--- src/rtl/carbon_sys_init_seq.sv ---
`default_nettype none
// ============================================================================
// Module   : carbon_sys_init_seq
// Purpose  : Boot-time CSR initialisation sequencer. Keeps the core halted,
//            plays a fixed table of CSR writes through a CSR master with
//            per-step retry and timeout, then releases the core once.
// Revision : 1.0 - initial release
// ============================================================================
module carbon_sys_init_seq #(
    parameter int unsigned                  N_STEPS          = 6,
    parameter logic [N_STEPS-1:0][31:0]     STEP_ADDR        = '0,
    parameter logic [N_STEPS-1:0][31:0]     STEP_WDATA       = '0,
    parameter int unsigned                  MAX_RETRY        = 2,
    parameter int unsigned                  TIMEOUT_CYCLES   = 255,
    parameter logic                         RELEASE_ON_FAULT = 1'b0
) (
    input  logic        clk,
    input  logic        rst,
    output logic        m_start,
    output logic [31:0] m_addr,
    output logic [31:0] m_wdata,
    output logic [3:0]  m_wstrb,
    input  logic        m_busy,
    input  logic        m_done,
    input  logic        m_fault,
    output logic        halt_req,
    output logic        run_pulse,
    output logic        init_done,
    output logic        init_fault,
    output logic [7:0]  fault_step,
    output logic [7:0]  step_idx
);

    localparam logic [7:0]  c_LAST_IDX  = 8'(N_STEPS - 1);
    localparam logic [3:0]  c_MAX_RETRY = 4'(MAX_RETRY);
    localparam logic [15:0] c_TMO_LAST  = 16'(TIMEOUT_CYCLES - 1);

    typedef enum logic [2:0] {
        ST_START   = 3'd0,
        ST_ISSUE   = 3'd1,
        ST_WAIT    = 3'd2,
        ST_RELEASE = 3'd3,
        ST_DONE    = 3'd4,
        ST_FAIL    = 3'd5
    } state_t;

    state_t      r_state;
    state_t      w_state_nxt;
    logic [7:0]  r_idx;
    logic [3:0]  r_retry;
    logic [15:0] r_tmo;
    logic        r_halt;
    logic        r_done;
    logic        r_fault;
    logic [7:0]  r_fault_step;
    logic        w_step_ok;
    logic        w_step_err;
    logic        w_give_up;

    // State register; reset parks the sequencer in START with the core halted
    always_ff @(posedge clk or posedge rst) begin
        if (rst) begin
            r_state <= ST_START;
        end else begin
            r_state <= w_state_nxt;
        end
    end

    // Next-state decode plus the single-cycle start strobe to the CSR master
    always_comb begin
        w_state_nxt = r_state;
        m_start     = 1'b0;
        w_step_ok   = 1'b0;
        w_step_err  = 1'b0;
        w_give_up   = 1'b0;
        case (r_state)
            ST_START: begin
                w_state_nxt = ST_ISSUE;
            end
            ST_ISSUE: begin
                if (!m_busy) begin
                    m_start     = 1'b1;
                    w_state_nxt = ST_WAIT;
                end
            end
            ST_WAIT: begin
                // A completion in the same cycle as the timeout wins
                if (m_done && !m_fault) begin
                    w_step_ok   = 1'b1;
                    w_state_nxt = (r_idx == c_LAST_IDX) ? ST_RELEASE : ST_ISSUE;
                end else if (m_done || (r_tmo == c_TMO_LAST)) begin
                    w_step_err = 1'b1;
                    if (r_retry < c_MAX_RETRY) begin
                        w_state_nxt = ST_ISSUE;
                    end else begin
                        w_give_up   = 1'b1;
                        w_state_nxt = RELEASE_ON_FAULT ? ST_RELEASE : ST_FAIL;
                    end
                end
            end
            ST_RELEASE: begin
                w_state_nxt = ST_DONE;
            end
            ST_DONE, ST_FAIL: begin
                w_state_nxt = r_state;
            end
            default: begin
                w_state_nxt = ST_START;
            end
        endcase
    end

    // Step index, retry/timeout counters and the sticky status flags
    always_ff @(posedge clk or posedge rst) begin
        if (rst) begin
            r_idx        <= '0;
            r_retry      <= '0;
            r_tmo        <= '0;
            r_halt       <= 1'b1;
            r_done       <= 1'b0;
            r_fault      <= 1'b0;
            r_fault_step <= '0;
        end else begin
            // Held at zero while issuing so each WAIT visit starts counting from 0
            if (r_state == ST_ISSUE) begin
                r_tmo <= '0;
            end else if (r_state == ST_WAIT) begin
                r_tmo <= r_tmo + 16'd1;
            end
            if (w_step_ok) begin
                r_retry <= '0;
                if (r_idx != c_LAST_IDX) begin
                    r_idx <= r_idx + 8'd1;
                end
            end else if (w_step_err) begin
                if (w_give_up) begin
                    r_fault      <= 1'b1;
                    r_fault_step <= r_idx;
                end else begin
                    r_retry <= r_retry + 4'd1;
                end
            end
            // Entering RELEASE is the only way halt drops, so it can never come back
            if (w_state_nxt == ST_RELEASE) begin
                r_halt <= 1'b0;
                r_done <= 1'b1;
            end
        end
    end

    // Table lookup for the current step's address and data
    always_comb begin
        m_addr  = '0;
        m_wdata = '0;
        for (int i = 0; i < int'(N_STEPS); i++) begin
            if (r_idx == i[7:0]) begin
                m_addr  = STEP_ADDR[i];
                m_wdata = STEP_WDATA[i];
            end
        end
    end

    assign m_wstrb    = 4'hF;
    assign run_pulse  = (r_state == ST_RELEASE);
    assign halt_req   = r_halt;
    assign init_done  = r_done;
    assign init_fault = r_fault;
    assign fault_step = r_fault_step;
    assign step_idx   = r_idx;

endmodule
`default_nettype wire
--- config.mk ---
export PLATFORM = sky130hd
export DESIGN_NAME = carbon_sys_init_seq
export DESIGN_NICKNAME = d
export VERILOG_FILES = /design/src/rtl/carbon_sys_init_seq.sv
export SDC_FILE = /design/constraint.sdc
export NUM_CORES = 1
export LEC_CHECK = 0
export ABC_AREA = 1
export CORE_ASPECT_RATIO = 0.9
export CORE_UTILIZATION = 35
export DETAILED_ROUTE_END_ITERATION = 12
export PLACE_DENSITY_LB_ADDON = 0.15
export REMOVE_ABC_BUFFERS = 1
export SYNTH_ARGS = -nofsm -noshare
export SYNTH_HDL_FRONTEND = slang
export SYNTH_SLANG_ARGS = --single-unit
--- constraint.sdc ---
create_clock -name clk -period 2.7 [get_ports clk]
set_input_delay 0.54 -clock clk [delete_from_list [all_inputs] [get_ports clk]]
set_output_delay 0.54 -clock clk [all_outputs]
set_load 0.01 [all_outputs]
* Word level (Yosys, flattened, before mapping) *
Index checks and enable logic that the tools add are counted.

storage, ports and cells
  register bits = 42
  input bits = 5
  output and inout bits = 89
  logic and storage cells = 55

cells by class
  $add $sub $neg = 3
  order comparisons = 1
  eq/ne operators = 10
  mux-type cells = 22
  bitwise gates (word level) = 1
  reduce and logical (&&, ||, !) cells = 10

operators by type and width
  kind                     count
  $mux W16                 2
  $add A16 B1 Y16 const B  1
  $eq A16 B8 Y1 const B    1
  $pmux W3 S5              1
  $mux W3                  4
  $mux W4                  3
  $mux W1                  11
  $eq A3 B2 Y1 const B     3
  $add A8 B1 Y8 const B    1
  $eq A8 B3 Y1 const B     1
  $ne A8 B3 Y1 const B     1
  $eq A3 B3 Y1 const B     2
  $add A4 B1 Y4 const B    1
  $lt A4 B2 Y1 const B     1
  $reduce_and A2 Y1        2
  $reduce_bool A2 Y1       2
  $eq A3 B1 Y1 const B     1
  $logic_not A3 Y1         1
  $reduce_and A3 Y1        1
  $mux W2                  1
  $ne A2 B2 Y1 const B     1
  $reduce_or A2 Y1         1
  $logic_and A1 B1 Y1      1
  $logic_not A1 Y1         1
  other kinds (2)          2

* Longest topological paths before layout *
  depth after elaboration = 8
  depth in mapped cells = 10

* Least setup slack after synthesis *
Ideal clock, no wire load.

  path type = reg2out
  from = register r_state[1]
  to = output m_start
  arrival = 900 ps
  required time = 2160 ps
  slack = 1260 ps
  stages on the path, launching flop included = 4
  buffers on the path = 0
  path through = dfrtp_1 -> nor2_1 -> nand2_2 -> nor2_1

between the ends
  cells in the longest elaborated chain, start to end = 2

RTL lines
  item                    line  text
  start, declared         47    state_t r_state;
  start signal, assigned  65    r_state <= w_state_nxt;
  $eq A3 B1 Y1            76    case (r_state)
  $mux W1                 76
  end, declared           19    output logic m_start,

No other way between the ends.

* Worst setup path in the final report *
  from = register r_state[1]
  to = output run_pulse

between the ends
  cells in the longest elaborated chain, start to end = 1

RTL lines
  item           line  text
  $eq A3 B2 Y1   164   assign run_pulse = (r_state == ST_RELEASE);
  end, declared  27    output logic run_pulse,

No other way between the ends.

==> metrics.md <==
| Metric | Value |
|---|---|
| Yosys warning count | 0 |
| Std-Cell Rows | 30 |
| Required @ worst endpoint | 2.16 ns |
| Die X | 95.55 um |
| Critical Path, Cell by Cell | inv_1, nor3_1, clkdlybuf4s50_1 |
| Leakage | 0.001471 uW |
| Clock Path Buffers | 2 |
| Vias in the first global route | 1,745 |
| Latest clock arrival within the worst-skew pair | 0.30 ns |
| CP endpoint kind | output port |
| Post-synth ARST share | 100.0% |
| WL per Instance | 10.71 um |
| Min-delay src | halt_req |
| Crit path kind | reg -> out |
| Flop2flop setup slack | 1.01 ns |
| 1st-iter DRT viols | 68 |
| Final Wtd Congestion | 0.8265 |
| Type of element launching the critical path | flip-flop |
| Initial Utilization | 36.35% |
| Critical Path Fanout Max | 5 |
| Leading cell type in the layout, fill and taps excluded | conb_1 |
| Worst ir drop on vdd | 0.3420 mV |
| # diodes | 0 |
| Share of layout cells above drive strength 1 | 8.995% |
| Seq/Total Area, Yosys | 38.18% |
| Worst Skew | 0.007962 ns |
| Post-Synthesis Cells | 349 |
| Area growth syn-to-layout | 6.310% |
| Clock-pin slew on the worst setup and hold paths | 0.08 ns |
| # H-tree levels | 2 |
| DR pass1 iterations | 4 |
| Final cell area excluding filler cells | 2930 sq um |
| Worst r2r path cells | 9 |
| Final hold violations | 0 |
| Global-route wire length before repair | 8.238 mm |
| Final setup fails | 0 |
| Die height | 86.19 um |
| DRT antenna net count | 0 |
| Worst slack, placed | 0.5039 ns |
| Max incr delay on CP | 0.61 ns |
| Status | completed |
| DP HPWL | 3.662 mm |
| DRT Wirelength | 5.075 mm |
| Top post-synthesis cells by area | dfrtp_1 37%, buf_4 19%, nand2_1 9.1% |
| Buffers on Ports | 25 |
| Post-synth EDFFs | 0 |
| Remaining DRCs | 0 |
| Largest net degree at the start of global routing | 43 |
| Synth area leader | dfrtp_1 |
| Routed vias | 1,982 |
| Root Buffer | clkbuf_8 |
| Post-layout minimum cycle time | 2.313 ns |
| Initial antenna violation count | 0 |
| Grt ovf | 0 |
| Max_slew headroom | 62.78% |
| Reg2reg end | fault_step[0] |
| FF+latch count, synth | 42 |
| Netlist cell types | 28 |
| # hold bufs at CTS | 0 |
| Worst r2r src | r_tmo[0] |
| Postcts setup bufs | 0 |
| Final worst slack | 0.3871 ns |
| CTS Buf Count | 5 |
| Arrival @ worst endpoint | 1.77 ns |
| Max Fclk | 0.4324 GHz |
| Post-Synthesis Cell Area | 2756 sq um |
| Hold Path Class | reg -> reg |
| Yosys top cell area share | 37.22% |
| Dpl cell area | 2844 sq um |
| Tot GR Track Use | 13.08% |
| Nets | 387 |
| DR vias/cell | 4.181 |
| Top Ports | 94 |
| Worst Max-Slew Pin Slew | 0.5583 ns |
| Pins Over Slew Limit | 0 |
| Pwr dens | 743.8 nW/um^2 |
| CTS tree | built |
| Core Util, Final | 38.65% |
| Crit-path slowest cell | clkdlybuf4s50_1 |
| Max-cap check violation count | 0 |
| Hold depth | 2 |
| Avg Cell Area, Syn | 7.898 sq um |
| Most frequent cells in the layout | 68 x conb_1, 67 x nand2_1, 41 x dfrtp_1 |
| Setup TNS | 0 ns |
| Tcrit/Tclk final | 85.66% |
| Die ar. | 8235 sq um |
| Core area | 7582 sq um |
| Fill count | 817 |
| RSZ-0062 raised after global routing | no |
| Main flop type after synthesis | dfrtp_1 |
| Num Clock Sinks | 42 |
| Quantity of gates resized following cts | 0 |
| WHS Endpoint | halt_req |
## per-stage QoR
stage	hold slack, ns	power [uW]	instances
after floorplan	0.4497	1433	343
after global routing	0.4981	2351	474
after detailed placement	0.4367	1790	466
after global placement	0.4354	1786	466
after CTS	0.4522	2216	474
final	0.4470	2179	474
## worst max-delay path by stage
stage / start / end / slack, ns / cells past startpoint
after floorplan: r_state[1] / m_start / 1.18 / 3
after global placement: m_busy / m_start / 0.51 / 3
after detailed placement: m_busy / m_start / 0.50 / 3
after CTS: r_state[1] / run_pulse / 0.31 / 3
after global routing: r_state[1] / run_pulse / 0.29 / 3
final: r_state[1] / run_pulse / 0.39 / 3
## critical path, delay by kind of cell (launching register included)
kind | cells | cell delay, ns
buffers and inverters | 2 | 0.70
DFF | 1 | 0.45
and+or+nand+nor | 1 | 0.33
## Yosys cell counts (3+ instances only)
cell type / number
buf_4: 69
nand2_1: 67
dfrtp_1: 41
nor2_1: 37
inv_1: 35
o21ai_0: 19
nand3_1: 17
a21oi_1: 7
nand4_1: 7
o21ai_2: 7
ha_1: 5
nor3_1: 5
xor2_1: 5
inv_2: 3
nand2_2: 3
nand2_4: 3
nor2_2: 3
## layout make-up
type                            count  area, sq um  area share, %
Multi-Input combinational cell    263         1264          43.13
Sequential cell                    42         1052          35.91
Timing Repair Buffer               27        265.3          9.052
Inverter                           38        142.6          4.868
Tap cell                           96        120.1          4.099
Clock buffer                        6        72.57          2.477
Clock inverter                      2        13.76         0.4697
## logic make-up (layout without fill, tap and decap cells)
group           Yosys count  count (layout)  synth area share (%)
compound gates           34              34                 7.172
xor+xnor                  7               7                 2.224
fa+ha+maj                 5               5                 2.270
buf+inv                 110              73                 24.97
flops                    42              42                 38.18
other cells               2              68                0.2725
simple gates            149             149                 24.92
## report_power, final
| part | internal (uW) | switching, uW | total, uW |
|---|---|---|---|
| Sequential | 770 | 151 | 921 |
| Clock | 183 | 227 | 410 |
| Combinational | 358 | 490 | 848 |
| Total | 1310 | 868 | 2180 |
## layer usage
metal	track usage (%)	wire (um)
met1	17.25	2429
met2	20.97	2389
met3	3.684	203
met4	3.664	53
met5	0	0
## sequential cells by signal, indices dropped and copies added, names as in the netlist
register,cells
fault_step,8
r_tmo,16
step_idx,8
init_fault,1
halt_req,1
r_state,3
init_done,1
r_retry,4
(Power assumes the default switching activity.)
